### src/rtl/button_repeat_if.sv
// ============================================================================
// Module      : button_repeat_if
// Description : Key-conditioner bus: raw active-low key in, press pulse and
//               hold/repeat level flags out.
// Revision    : 1.0 - initial release
// ============================================================================
`default_nettype none

interface button_repeat_if;
   logic signal;
   logic state;
   logic held;
   logic repeating;

   modport master (
      output signal,
      input  state,
      input  held,
      input  repeating
   );

   modport slave (
      input  signal,
      output state,
      output held,
      output repeating
   );
endinterface

`default_nettype wire

### src/rtl/button_repeat.sv
// ============================================================================
// Module      : button_repeat
// Description : Synchronise, debounce and auto-repeat one active-low key.
//               Optional auto-repeat is enabled with BUTTON_AUTO_REPEAT_EN.
// Revision    : 1.0 - initial release
// ============================================================================
`default_nettype none

module button_repeat #(
   parameter int unsigned DEBOUNCE_TICKS = 500000,
   parameter int unsigned REPEAT_DELAY   = 25000000,
   parameter int unsigned REPEAT_PERIOD  = 5000000
) (
   input  wire logic         clk,
   input  wire logic         rst_n,
   button_repeat_if.slave    bus
);

   localparam int unsigned c_max_ab = (DEBOUNCE_TICKS > REPEAT_DELAY) ? DEBOUNCE_TICKS : REPEAT_DELAY;
   localparam int unsigned c_max    = (c_max_ab > REPEAT_PERIOD) ? c_max_ab : REPEAT_PERIOD;
   localparam int unsigned CW       = $clog2(c_max);

   localparam logic [CW-1:0] c_db_last = CW'(DEBOUNCE_TICKS - 1);
`ifdef BUTTON_AUTO_REPEAT_EN
   localparam logic [CW-1:0] c_delay_last  = CW'(REPEAT_DELAY - 1);
   localparam logic [CW-1:0] c_period_last = CW'(REPEAT_PERIOD - 1);
`endif

   typedef enum logic [2:0] {
      ST_IDLE       = 3'd0,
      ST_PRESS_DB   = 3'd1,
      ST_HELD       = 3'd2,
`ifdef BUTTON_AUTO_REPEAT_EN
      ST_REPEAT     = 3'd3,
`endif
      ST_RELEASE_DB = 3'd4
   } state_e;

   logic [1:0]    sync_q;
   logic          pressed;
   state_e        fsm_q, fsm_d;
   logic [CW-1:0] cnt_q, cnt_d;
   logic          pulse_q, pulse_d;
   logic          state_q;
   logic          held_q;
   logic          repeating_q;

   // Two-flop synchroniser on the inverted key so 1 means pressed
   always_ff @(posedge clk or negedge rst_n) begin
      if (!rst_n) begin
         sync_q <= 2'b00;
      end else begin
         sync_q <= {sync_q[0], ~bus.signal};
      end
   end

   assign pressed = sync_q[1];

   always_ff @(posedge clk or negedge rst_n) begin
      if (!rst_n) begin
         fsm_q   <= ST_IDLE;
         cnt_q   <= '0;
         pulse_q <= 1'b0;
      end else begin
         fsm_q   <= fsm_d;
         cnt_q   <= cnt_d;
         pulse_q <= pulse_d;
      end
   end

   // Release is tested first in every state so it beats a terminal count
   always_comb begin
      fsm_d   = fsm_q;
      cnt_d   = '0;
      pulse_d = 1'b0;
      case (fsm_q)
         ST_IDLE: begin
            if (pressed) begin
               fsm_d = ST_PRESS_DB;
            end
         end
         ST_PRESS_DB: begin
            if (!pressed) begin
               fsm_d = ST_IDLE;
            end else if (cnt_q == c_db_last) begin
               fsm_d   = ST_HELD;
               pulse_d = 1'b1;
            end else begin
               cnt_d = cnt_q + CW'(1);
            end
         end
         ST_HELD: begin
            if (!pressed) begin
               fsm_d = ST_RELEASE_DB;
`ifdef BUTTON_AUTO_REPEAT_EN
            end else if (cnt_q == c_delay_last) begin
               fsm_d   = ST_REPEAT;
               pulse_d = 1'b1;
            end else begin
               cnt_d = cnt_q + CW'(1);
`endif
            end
         end
`ifdef BUTTON_AUTO_REPEAT_EN
         ST_REPEAT: begin
            if (!pressed) begin
               fsm_d = ST_RELEASE_DB;
            end else if (cnt_q == c_period_last) begin
               pulse_d = 1'b1;
            end else begin
               cnt_d = cnt_q + CW'(1);
            end
         end
`endif
         ST_RELEASE_DB: begin
            if (pressed) begin
               fsm_d = ST_HELD;
            end else if (cnt_q == c_db_last) begin
               fsm_d = ST_IDLE;
            end else begin
               cnt_d = cnt_q + CW'(1);
            end
         end
         default: begin
            fsm_d = ST_IDLE;
         end
      endcase
   end

   always_ff @(posedge clk or negedge rst_n) begin
      if (!rst_n) begin
         state_q     <= 1'b0;
         held_q      <= 1'b0;
         repeating_q <= 1'b0;
      end else begin
         state_q     <= pulse_q;
         held_q      <= (fsm_q == ST_HELD) || (fsm_q == ST_RELEASE_DB)
`ifdef BUTTON_AUTO_REPEAT_EN
                        || (fsm_q == ST_REPEAT)
`endif
                        ;
`ifdef BUTTON_AUTO_REPEAT_EN
         repeating_q <= (fsm_q == ST_REPEAT);
`else
         repeating_q <= 1'b0;
`endif
      end
   end

   assign bus.state     = state_q;
   assign bus.held      = held_q;
   assign bus.repeating = repeating_q;

endmodule

`default_nettype wire

### src/flat_wrapper.sv
// flat-port wrapper written by rule: the top's interface ports become plain ports
module button_repeat_flat 
#(
   parameter int unsigned DEBOUNCE_TICKS = 500000,
   parameter int unsigned REPEAT_DELAY   = 25000000,
   parameter int unsigned REPEAT_PERIOD  = 5000000
)
  (clk, rst_n, bus_signal, bus_state, bus_held, bus_repeating);
  button_repeat_if bus_i ();
  input  wire logic clk;
  input  wire logic rst_n;
  input wire logic [$bits(bus_i.signal)-1:0] bus_signal;
  output wire logic [$bits(bus_i.state)-1:0] bus_state;
  output wire logic [$bits(bus_i.held)-1:0] bus_held;
  output wire logic [$bits(bus_i.repeating)-1:0] bus_repeating;
  assign bus_i.signal = bus_signal;
  assign bus_state = bus_i.state;
  assign bus_held = bus_i.held;
  assign bus_repeating = bus_i.repeating;
  button_repeat #(.DEBOUNCE_TICKS(DEBOUNCE_TICKS), .REPEAT_DELAY(REPEAT_DELAY), .REPEAT_PERIOD(REPEAT_PERIOD)) u_core (.clk(clk), .rst_n(rst_n), .bus(bus_i));
endmodule
### config.mk
export PLATFORM = sky130hd
export DESIGN_NAME = button_repeat_flat
export DESIGN_NICKNAME = d
export VERILOG_FILES = /design/src/rtl/button_repeat_if.sv /design/src/rtl/button_repeat.sv /design/src/flat_wrapper.sv
export SDC_FILE = /design/constraint.sdc
export NUM_CORES = 1
export LEC_CHECK = 0
export ABC_CLOCK_PERIOD_IN_PS = 2850
export BUFFER_PORTS_ARGS = -buffer_cell sky130_fd_sc_hd__buf_2
export CAP_MARGIN = 20
export CELL_PAD_IN_SITES_DETAIL_PLACEMENT = 1
export CELL_PAD_IN_SITES_GLOBAL_PLACEMENT = 2
export CORE_AREA = 2 2 77 79
export CTS_BUF_LIST = sky130_fd_sc_hd__clkbuf_4 sky130_fd_sc_hd__clkbuf_8 sky130_fd_sc_hd__clkbuf_16
export CTS_CLUSTER_DIAMETER = 80
export DETAILED_ROUTE_END_ITERATION = 7
export DIE_AREA = 0 0 79 81
export PLACE_DENSITY = 0.62
export SLEW_MARGIN = 20
export SYNTH_ARGS = -nofsm -noshare
export SYNTH_HDL_FRONTEND = slang
export SYNTH_SLANG_ARGS = --single-unit
### constraint.sdc
create_clock -name clk -period 2.85 [get_ports clk]
set_input_delay 0.285 -clock clk [delete_from_list [all_inputs] [get_ports clk]]
set_output_delay 0.285 -clock clk [all_outputs]
set_load 0.005 [all_outputs]
==> results by group, run 1 <==
Logic synthesis
  • Netlist cell types: 33
  • Seq/Total Area, Yosys: 51.64%
  • Synth Cell Area: 1599 sq um
  • Avg Cell Area, Syn: 9.932 sq um
  • Yosys warns: 0
  • Net Count, Synth: 165
  • Synth Instances: 161
  • #FFs+latches synth: 33

Routing
  • DRC: 0
  • Drt total wl: 3.592 mm
  • Avg WL per Cell: 14.84 um
  • Vias/cell: 5.074
  • Detailed Route Iter0 Violations: 62
  • Total vias in the final route: 1228
  • Drt first pass iters: 2
  • Post-route ant nets: 0

Pwr
  • PD cells: 476.3 nW/um^2
  • Power, Total: 0.8427 mW
  • Leak: 0.6814 nW
  • Peak VDD IR: 0.1810 mV

STA
  • Crit share post-route: 72.55%
  • Worst Skew: 0.009802 ns
  • Max Clock Freq: 483.6 MHz
  • Setup tns final: 0 ns
  • Final Hold Vio Count: 0
  • RSZ-0062 raised after global routing: no
  • Rel. slew slack: 50.49%
  • Least-Margin Pin Slew: 0.7427 ns
  • Minimum clock period: 2.068 ns
  • Final setup vio count: 0
  • Fin. max-slew vios: 0

Hold path
  • Worst hold path class: in2async

Worst setup path
  • Crit path kind: reg2reg
  • Sequence of cells on the critical path: nand3_1 -> or4_4 -> or4_1 -> a21oi_1
  • CP peak stage delay: 0.60 ns
  • Family with the most delay on the worst path: simple AND/OR/NAND/NOR gates
  • Crit path buf inv count: 0
  • Slowest cell on crit path: or4_4
  • Critical Path End Type: flop
  • Startpoint Class: flop
  • CP required: 3.06 ns
  • Worst EP arrival: 2.27 ns
  • Worst-path fanout max: 20

Clocking
  • Clock Pin Slew Worst Setup and Hold Paths: 0.07 ns
  • Hold buffers post-CTS: 0
  • Setup bufs post-CTS: 0
  • CTS Buf Count: 5
  • CTS tree: done
  • # resized after CTS: 0
  • Root buf cell: clkbuf_8
  • H-tree Lvls: 2
  • Clock latency on the worst-skew pair: 0.28 ns
  • Deepest clock path buffer count: 2
  • CTS Sinks: 33

Placement
  • PortBufs: 4
  • GPL Wtd Cong: 0.8503
  • Final HPWL from detailed placement: 2.461 mm
  • Cells after DPL: 234

Die
  • IO Count: 6
  • Die height: 81 um
  • Initial Util: 28.17%
  • Die area: 6399 sq um
  • Core box area: 5675 sq um
  • # rows: 28
  • Die width: 79 um

Cells and area
  • Nets@finish: 170
  • Layout cells sized above 1: 10.18%
  • Ant. Diodes: 0
  • Syn-to-layout area delta: 10.64%
  • Final Util: 31.17%
  • Fin cells: 242

Flow run
  • MaxCap Viol Count: 0

GRT
  • First-pass GRT wire length: 6.306 mm
  • Grt ovf: 0
  • Largest net degree at the start of global routing: 34
  • Vias in the first global route: 1270
  • Initial antenna violation count: 0
  • GRT Total Usage: 12.73%

Status
  • Status: completed
==> synthesized netlist by cell type <==
library cell | instances | share of area (%)
xnor2_1 | 5 | 2.7
conb_1 | 1 | 0.23
nor4_1 | 3 | 1.2
dfrtp_1 | 33 | 52
or3_1 | 1 | 0.39
o21a_1 | 1 | 0.47
nand2b_1 | 2 | 0.78
or4_4 | 1 | 0.70
ha_1 | 1 | 0.78
nor4b_1 | 2 | 1.1
and4_1 | 4 | 2.2
o21bai_1 | 1 | 0.47
o31ai_1 | 10 | 4.7
clkbuf_1 | 5 | 1.2
or2_2 | 1 | 0.39
nand3_1 | 6 | 1.9
and3_1 | 3 | 1.2
o21ai_1 | 1 | 0.31
nor3_1 | 3 | 0.94
nand2_1 | 11 | 2.6
o21ai_0 | 1 | 0.31
a211oi_1 | 1 | 0.47
nand4_2 | 1 | 0.78
or4_1 | 10 | 4.7
buf_4 | 1 | 0.47
nor2_1 | 17 | 4.0
inv_1 | 5 | 1.2
nand4_1 | 6 | 2.3
nand3b_1 | 1 | 0.47
or3b_2 | 1 | 0.55
xor2_1 | 7 | 3.8
buf_6 | 1 | 0.70
a21oi_1 | 14 | 4.4
==> where the power goes <==
| part | switching (mW) | leakage (nW) | internal [mW] |
|---|---|---|---|
| Combinational | 0.0177 | 0.184 | 0.00414 |
| Sequential | 0.00375 | 0.453 | 0.472 |
| Clock | 0.177 | 0.0439 | 0.168 |
==> kinds of logic after synthesis <==
logic type               count (synthesis)  synth area share (%)
AND/OR/NAND/NOR                         73                 26.14
flip-flops                              33                 51.64
AO/OA/AOI/OAI                           29                 11.11
XOR/XNOR                                12                 6.573
buffers and inverters                   12                 3.522
adder cells (fa/ha/maj)                  1                0.7823
other                                    1                0.2345
==> layout make-up <==
class,instances,area (sq um)
Fill cell,670,3906
Timing Repair Buffer,5,27.53
Tap cell,75,93.84
Clock inverter,3,17.52
Inverter,5,18.77
Sequential cell,33,825.8
Multi-Input combinational cell,116,716.9
Clock buffer,5,68.82
==> metrics by stage <==
stage	area, sq um	setup slack, ns	hold WS, ns
2_1_floorplan	1599	0.9875	-0.01059
3_3_place_gp	1683	0.8788	0.3313
3_5_place_dp	1683	0.8061	0.3426
4_1_cts	1769	0.7894	0.09092
5_1_grt	1769	0.6738	0.1165
6_report	1769	0.7822	0.06076
==> sequential cells by signal, indices dropped and copies added (netlist names) <==
signal            flops
u_core.fsm_q          3
u_core.pulse_q        1
u_core.bus.state      1
u_core.bus.held       1
u_core.cnt_q         25
u_core.sync_q         2
==> worst paths after layout <==
kind,startpoint,end,cells after the start,slack [ns]
setup reg to reg,u_core.cnt_q[5]$_DFF_PN0_,u_core.cnt_q[24]$_DFF_PN0_,4,0.78
hold reg to reg,u_core.sync_q[0]$_DFF_PN0_,u_core.sync_q[1]$_DFF_PN0_,0,0.35
setup / recovery,u_core.cnt_q[5]$_DFF_PN0_,u_core.cnt_q[24]$_DFF_PN0_,4,0.78
max in group asynchronous,rst_n,u_core.cnt_q[5]$_DFF_PN0_,1,2.31
min in group clk,bus_signal,u_core.sync_q[0]$_DFF_PN0_,2,0.14
hold / removal,rst_n,u_core.cnt_q[18]$_DFF_PN0_,1,0.06
==> placed cells by master, fill, tap and decap left out, types with 2 or more instances in the layout <==
cell	synthesis	final
or4_1	10	10
o31ai_1	10	10
inv_1	5	5
dfrtp_1	33	33
nand2_1	11	11
and3_1	3	3
a21oi_1	14	14
nand3_1	6	6
clkbuf_8	0	5
nor3_1	3	3
buf_2	0	4
and4_1	4	4
clkinv_2	0	2
nor4b_1	2	2
xor2_1	7	7
xnor2_1	5	5
nor4_1	3	3
nor2_1	17	17
nand4_1	6	6
nand2b_1	2	2
==> per-layer routing <==
| metal | vias to the layer above | share of wire, % | global-route usage, % |
|---|---|---|---|
| met3 | 5 | 2.2 | 3.000 |
| met2 | 8 | 50 | 21.61 |
| met5 | - | 0 | 0 |
| li1 | 592 | - | - |
| met4 | 0 | 1.4 | 4.655 |
| met1 | 623 | 46 | 15.85 |
==> worst reg2reg max path, cell delays in order (launching register included) <==
cell     delay [ns]
dfrtp_1        0.46
nand3_1        0.25
or4_4          0.60
or4_1          0.53
a21oi_1        0.17
Power figures use the tool's default switching activity.
==> run 2: changes to the inputs <==
- ABC_CLOCK_PERIOD_IN_PS: 2850 -> 2000
- clock period: 2.85 -> 2 ns (I/O delays scaled with it)
==> run 2 against run 1 <==
The flow now finishes with violations (negative hold slack). Setup slack got worse by 0.72 ns. Final area rose by 7.8%. Count of clock-buffer cells in the layout rose by 1. Critical path depth did not move. Final cell count rose by 5.0%. Critical path type unchanged. Critical endpoint unchanged. Largest cell class unchanged. Largest power group unchanged.
==> results by group, run 2 (synthesized netlist as in run 1, its figures left out) <==
Status
  • Status: complete, but fails checks
  • Violated checks: negative hold slack

Pwr
  • Peak VDD IR: 0.2979 mV (+65%)
  • PD cells: 642.5 nW/um^2 (+35%)
  • Leak: 0.7531 nW (+11%)

GRT
  • GRT Total Usage: 13.33% (+0.60 points)
  • Initial antenna violation count: 0 (unchanged)
  • Vias in the first global route: 1373 (+8.1%)
  • First-pass GRT wire length: 6.527 mm (+3.5%)
  • Grt ovf: 0 (unchanged)
  • Largest net degree at the start of global routing: 34 (unchanged)

Die
  • # rows: 28 (unchanged)
  • Core box area: 5675 sq um (unchanged)
  • Die width: 79 um (unchanged)
  • Die area: 6399 sq um (unchanged)
  • Die height: 81 um (unchanged)
  • IO Count: 6 (unchanged)
  • Initial Util: 28.17% (unchanged)

Routing
  • Avg WL per Cell: 15.71 um (+5.8%)
  • Detailed Route Iter0 Violations: 82 (+32%)
  • Drt first pass iters: 3 (+1)
  • Drt total wl: 3.990 mm (+11%)
  • DRC: 0 (unchanged)
  • Post-route ant nets: 0 (unchanged)
  • Vias/cell: 5.079 (about the same)
  • Total vias in the final route: 1290 (+5.0%)

STA
  • Setup tns final: 0 ns (unchanged)
  • Rel. slew slack: 50.41% (-0.074 points)
  • Crit share post-route: 96.98% (+24 points)
  • RSZ-0062 raised after global routing: no
  • Final Hold Vio Count: 33 (+33)
  • Worst Skew: 0.008144 ns (-0.001658 ns)
  • Min Hold Slack: -0.01548 ns (-0.07625 ns)
  • Final setup vio count: 0 (unchanged)
  • Fin. max-slew vios: 0 (unchanged)
  • Max Clock Freq: 515.6 MHz (+6.6%)
  • Minimum clock period: 1.940 ns (-0.1282 ns)
  • Least-Margin Pin Slew: 0.7438 ns (+0.001109 ns)

Cells and area
  • Nets@finish: 183 (+7.6%)
  • Ant. Diodes: 0 (unchanged)
  • Reg with most FFs: u_core.cnt_q
  • Fill cells: 677 (+1.0%)
  • Commonest non-fill, non-tap cell in the layout: dfrtp_1
  • Most frequent cells in the layout: dfrtp_1 (32), nor2_1 (17), a21oi_1 (14), buf_4 (12), nand2_1 (11)
  • Top flop regs: u_core.cnt_q x25, u_core.fsm_q x3, u_core.sync_q x2
  • Largest register FFs: 25 (unchanged)
  • Syn-to-layout area delta: 19.25%
  • Fin cells: 254 (+5.0%)
  • Design Area, Final: 1907 sq um (+7.8%)
  • Layout cells sized above 1: 17.88% (+7.7 points)

Placement
  • GPL Wtd Cong: 0.7950 (-6.5%)
  • Cell area after placement: 1770 sq um (+5.2%)
  • Final HPWL from detailed placement: 2.628 mm (+6.8%)
  • Cells after DPL: 244 (+4.3%)
  • PortBufs: 4 (unchanged)

Worst setup path
  • CP required: 2.21 ns (-0.85 ns)
  • Slowest cell on crit path: or4_4
  • Sequence of cells on the critical path: nand4_4 -> or4_4 -> or4_1 -> a21oi_1
  • Worst-path fanout max: 10 (-50%)
  • Critical Path End Type: flop
  • Worst EP arrival: 2.15 ns (-0.12 ns)
  • CP peak stage delay: 0.60 ns (about the same)
  • Crit path kind: reg2reg
  • Startpoint Class: flop
  • Family with the most delay on the worst path: simple AND/OR/NAND/NOR gates
  • Crit path buf inv count: 0 (unchanged)

Clocking
  • Clock latency on the worst-skew pair: 0.28 ns (about the same)
  • CTS tree: done
  • Root buf cell: clkbuf_8
  • Deepest clock path buffer count: 2 (unchanged)
  • Clock Pin Slew Worst Setup and Hold Paths: 0.07 ns (about the same)
  • CTS Sinks: 33 (unchanged)
  • H-tree Lvls: 2 (unchanged)
  • CTS Buf Count: 5 (unchanged)

Hold path
  • Worst hold path class: in2async

Flow run
  • MaxCap Viol Count: 0 (unchanged)
-- run 2: path summary, 6_finish.rpt --
kind                                             from                         end  slack [ns]  depth (start not counted)
setup / recovery           u_core.cnt_q[11]$_DFF_PN0_  u_core.cnt_q[24]$_DFF_PN0_        0.06                          4
hold / removal                                  rst_n  u_core.cnt_q[16]$_DFF_PN0_       -0.02                          1
setup reg to reg           u_core.cnt_q[11]$_DFF_PN0_  u_core.cnt_q[24]$_DFF_PN0_        0.06                          4
hold reg to reg            u_core.sync_q[0]$_DFF_PN0_  u_core.sync_q[1]$_DFF_PN0_        0.35                          0
max in group asynchronous                       rst_n  u_core.cnt_q[10]$_DFF_PN0_        1.50                          1
min in group clk                           bus_signal  u_core.sync_q[0]$_DFF_PN0_        0.05                          2
-- run 2: area by class of cell --
cell class / count / area, sq um / area share, %
Clock buffer: 6 / 82.58 / 4.331
Inverter: 5 / 18.77 / 0.9843
Timing Repair Buffer: 17 / 130.1 / 6.824
Tap cell: 75 / 93.84 / 4.921
Multi-Input combinational cell: 117 / 747.0 / 39.17
Clock inverter: 1 / 7.507 / 0.3937
Sequential cell: 33 / 827.0 / 43.37
-- run 2: what timing repair did --
item,in CTS,in global routing
hold buffers,0,0
setup buffers,0,2
endpoints found under the setup margin,0,25
gates resized for setup,0,5
-- run 2: layer usage --
| layer | vias to the layer above | wire, um | global-route usage (%) |
|---|---|---|---|
| met4 | 0 | 38 | 4.828 |
| met2 | 8 | 2038 | 23.39 |
| met1 | 652 | 1836 | 15.85 |
| li1 | 626 | - | - |
| met3 | 4 | 77 | 3.333 |
| met5 | - | 0 | 0 |
-- run 2: through the flow --
step	power, mW	worst slack, ns	utilization, %
3_3_place_gp	0.7252	0.1018	31.19
2_1_floorplan	0.7023	0.1375	-
6_report	1.225	0.06046	33.60
3_5_place_dp	0.7262	0.05728	31.19
4_1_cts	1.250	0.03741	32.78
5_1_grt	1.284	0.0003828	33.60
-- run 2: report_power, final --
part	total (mW)	internal, mW	switching, mW
registers	0.677	0.672	0.00528
logic	0.0344	0.00879	0.0256
clock network	0.513	0.272	0.241
==> run 3: changes to the inputs <==
- ABC_CLOCK_PERIOD_IN_PS: 2000 -> 1700
- PLACE_DENSITY: 0.62 -> 0.64
- clock period: 2 -> 1.7 ns (I/O delays scaled with it)
==> run 3 against run 2 <==
The flow finishes with violations (negative setup slack). Worst hold slack better by 0.040 ns. Final cell count up 9.1%. Global-route usage rose by 0.99 points. Setup slack lost 0.20 ns. First-iteration DRC count fell by 15%. Via count up 6.1%. Clock skew down 0.0012 ns. Sequential share of layout area is 6.8 points lower. Count of clock-buffer cells in the layout rose by 1. Maximum frequency up 5.3%. Combinational power grew 72%. Critical endpoint is now u_core.cnt_q[20]$_DFF_PN0_. Highest routed layer unchanged.
==> results by group, run 3 (synthesized netlist as in run 1, its figures left out) <==
Status
  • Status: complete, but fails checks
  • Violated checks: negative setup slack

Die
  • IO Count: 6 (unchanged)
  • Initial Util: 28.17% (unchanged)
  • Die height: 81 um (unchanged)
  • Core box area: 5675 sq um (unchanged)
  • # rows: 28 (unchanged)
  • Die area: 6399 sq um (unchanged)
  • Die width: 79 um (unchanged)

Placement
  • PortBufs: 4 (unchanged)
  • Dpl ws: -0.1587 ns (-0.2159 ns)
  • GPL Wtd Cong: 0.8132 (+2.3%)
  • Cell area after placement: 1902 sq um (+7.4%)
  • Final HPWL from detailed placement: 2.739 mm (+4.2%)
  • Cells after DPL: 261 (+7.0%)

Worst setup path
  • R2R cell count: 5 (+1)
  • Startpoint Class: flop
  • Worst-path fanout max: 6 (-4)
  • Crit path kind: reg2reg
  • R2R Path End: u_core.cnt_q[20]$_DFF_PN0_
  • Worst EP arrival: 2.06 ns (-0.09 ns)
  • Reg2reg start: u_core.cnt_q[11]$_DFF_PN0_
  • Critical Path End Type: flop
  • CP required: 1.92 ns (-0.29 ns)
  • Setup slack, reg-to-reg: -0.14 ns (-0.20 ns)

STA
  • RSZ-0062 raised after global routing: yes
  • Minimum clock period: 1.843 ns (-0.09701 ns)
  • Crit share post-route: 108.4% (+11 points)
  • Min Hold Slack: 0.02456 ns (+0.04004 ns)
  • Final setup vio count: 15 (+15)
  • Fin. max-slew vios: 0 (unchanged)
  • Final Hold Vio Count: 0 (-100%)
  • Least-Margin Pin Slew: 0.7420 ns (-0.001798 ns)
  • Worst Skew: 0.006949 ns (-0.001195 ns)
  • Rel. slew slack: 50.53% (+0.12 points)
  • Final worst slack: -0.1425 ns (-0.2030 ns)
  • Max Clock Freq: 542.7 MHz (+5.3%)

GRT
  • Initial antenna violation count: 0 (unchanged)
  • First-pass GRT wire length: 7.010 mm (+7.4%)
  • Grt ovf: 0 (unchanged)
  • GRT Total Usage: 14.32% (+0.99 points)
  • Largest net degree at the start of global routing: 34 (unchanged)
  • Vias in the first global route: 1463 (+6.6%)

Cells and area
  • Ant. Diodes: 0 (unchanged)
  • Commonest non-fill, non-tap cell in the layout: dfrtp_1
  • Nets@finish: 205 (+12%)
  • Reg with most FFs: u_core.cnt_q
  • Most frequent cells in the layout: dfrtp_1 (33), buf_4 (30), nor2_1 (16), nand2_1 (10), a21oi_2 (10)
  • Design Area, Final: 2257 sq um (+18%)
  • Syn-to-layout area delta: 41.16%
  • Top flop regs: u_core.cnt_q x25, u_core.fsm_q x3, u_core.sync_q x2
  • Layout cells sized above 1: 40.10% (+22 points)
  • Largest register FFs: 25 (unchanged)
  • Fill cells: 639 (-5.6%)
  • Fin cells: 277 (+9.1%)

Hold path
  • Hold path startpoint: bus_signal
  • Worst hold path class: in2reg
  • Hold Crit Depth: 2
  • Worst-case hold path end point: u_core.sync_q[0]$_DFF_PN0_

Pwr
  • Power, Total: 1.632 mW (+33%)
  • P_int: 1.306 mW (+37%)
  • Leak: 0.9098 nW (+21%)
  • Clock power share: 47.6% (+5.7 points)
  • PD cells: 723.2 nW/um^2 (+13%)
  • Flop pwr share: 48.8% (-6.5 points)
  • Combinational Power Share: 3.6% (+0.8 points)
  • Peak VDD IR: 0.3803 mV (+28%)
  • Sw frac: 20.00% (-2.2 points)
  • Sw power: 0.3264 mW (+20%)

Clocking
  • CTS tree: done
  • CTS Sinks: 33 (unchanged)
  • Clock latency on the worst-skew pair: 0.28 ns (about the same)
  • CTS Buf Count: 5 (unchanged)
  • Root buf cell: clkbuf_8
  • H-tree Lvls: 2 (unchanged)
  • Clock Pin Slew Worst Setup and Hold Paths: 0.07 ns (about the same)
  • Deepest clock path buffer count: 2 (unchanged)

Routing
  • Drt total wl: 4.121 mm (+3.3%)
  • Vias/cell: 4.942 (-2.7%)
  • Drt first pass iters: 4 (+1)
  • DRC: 0 (unchanged)
  • Detailed Route Iter0 Violations: 70 (-15%)
  • Total vias in the final route: 1369 (+6.1%)
  • Post-route ant nets: 0 (unchanged)
  • Avg WL per Cell: 14.88 um (-5.3%)

Flow run
  • MaxCap Viol Count: 0 (unchanged)
run 3: cell count changes in the layout (fill, tap and decap cells not counted), moves of 2 or more:
cell	previous run	this run
a21oi_1	14	4
buf_6	0	3
or4_1	10	4
a21oi_2	0	10
or4_4	2	7
o31ai_1	10	7
o31ai_2	0	3
and4_1	4	2
buf_4	12	30
run 3: worst max path at each step:
stage / start / end / slack [ns] / cells past startpoint
CTS: u_core.cnt_q[10]$_DFF_PN0_ / u_core.cnt_q[17]$_DFF_PN0_ / -0.16 / 5
detailed placement: u_core.cnt_q[11]$_DFF_PN0_ / u_core.cnt_q[23]$_DFF_PN0_ / -0.16 / 4
global route: u_core.cnt_q[11]$_DFF_PN0_ / u_core.cnt_q[21]$_DFF_PN0_ / -0.21 / 5
finish: u_core.cnt_q[11]$_DFF_PN0_ / u_core.cnt_q[20]$_DFF_PN0_ / -0.14 / 5
floorplan: u_core.cnt_q[9]$_DFF_PN0_ / u_core.cnt_q[23]$_DFF_PN0_ / -0.15 / 5
global placement: u_core.cnt_q[11]$_DFF_PN0_ / u_core.cnt_q[24]$_DFF_PN0_ / -0.09 / 4
run 3: power by group through the flow:
stage          registers, mW  clock network, mW  logic [mW]
2_1_floorplan          0.810                  0      0.0164
3_3_place_gp           0.810                  0      0.0448
3_5_place_dp           0.811                  0      0.0461
4_1_cts                0.796              0.802      0.0480
5_1_grt                0.796              0.856      0.0672
6_report               0.796              0.777      0.0593
run 3: final cells by class:
cell class | count | area [sq um] | area share, %
tap | 75 | 93.84 | 4.157
timing repair buffer | 40 | 334.1 | 14.80
sequential | 33 | 825.8 | 36.59
clock inverter | 1 | 30.03 | 1.330
inverter | 5 | 18.77 | 0.8315
clock buffer | 7 | 90.09 | 3.991
multi-input combinational | 116 | 864.6 | 38.30
run 3: critical path: stages, from the launching register on:
cell	delay (ns)
dfrtp_1	0.37
nand4_2	0.12
or4_4	0.58
buf_6	0.15
or4_4	0.41
a21oi_2	0.14
run 3: timing repair:
item,CTS,global route
endpoints found under the setup margin,27,29
gates cloned,0,1
resized for setup,9,30
pin swaps,8,8
endpoints found under the hold margin,33,0
hold buffers,1,0
setup buffers,4,2
run 3: per-layer routing:
metal  GRT usage [%]  vias up  wire, um  part of all wire [%]
li1                -      667         -                     -
met1           16.97      686      1816                    44
met2           24.83       11      2144                    52
met3           3.333        5        85                   2.1
met4           6.379        0        75                   1.8
met5               0        -         0                     0
run 3: through the flow:
stage	utilization, %	TNS (ns)
after floorplan	-	-0.6880
after global placement	33.51	-0.9526
after detailed placement	33.51	-1.733
after CTS	36.86	-1.182
after global routing	39.77	-3.108
final	39.77	-1.278
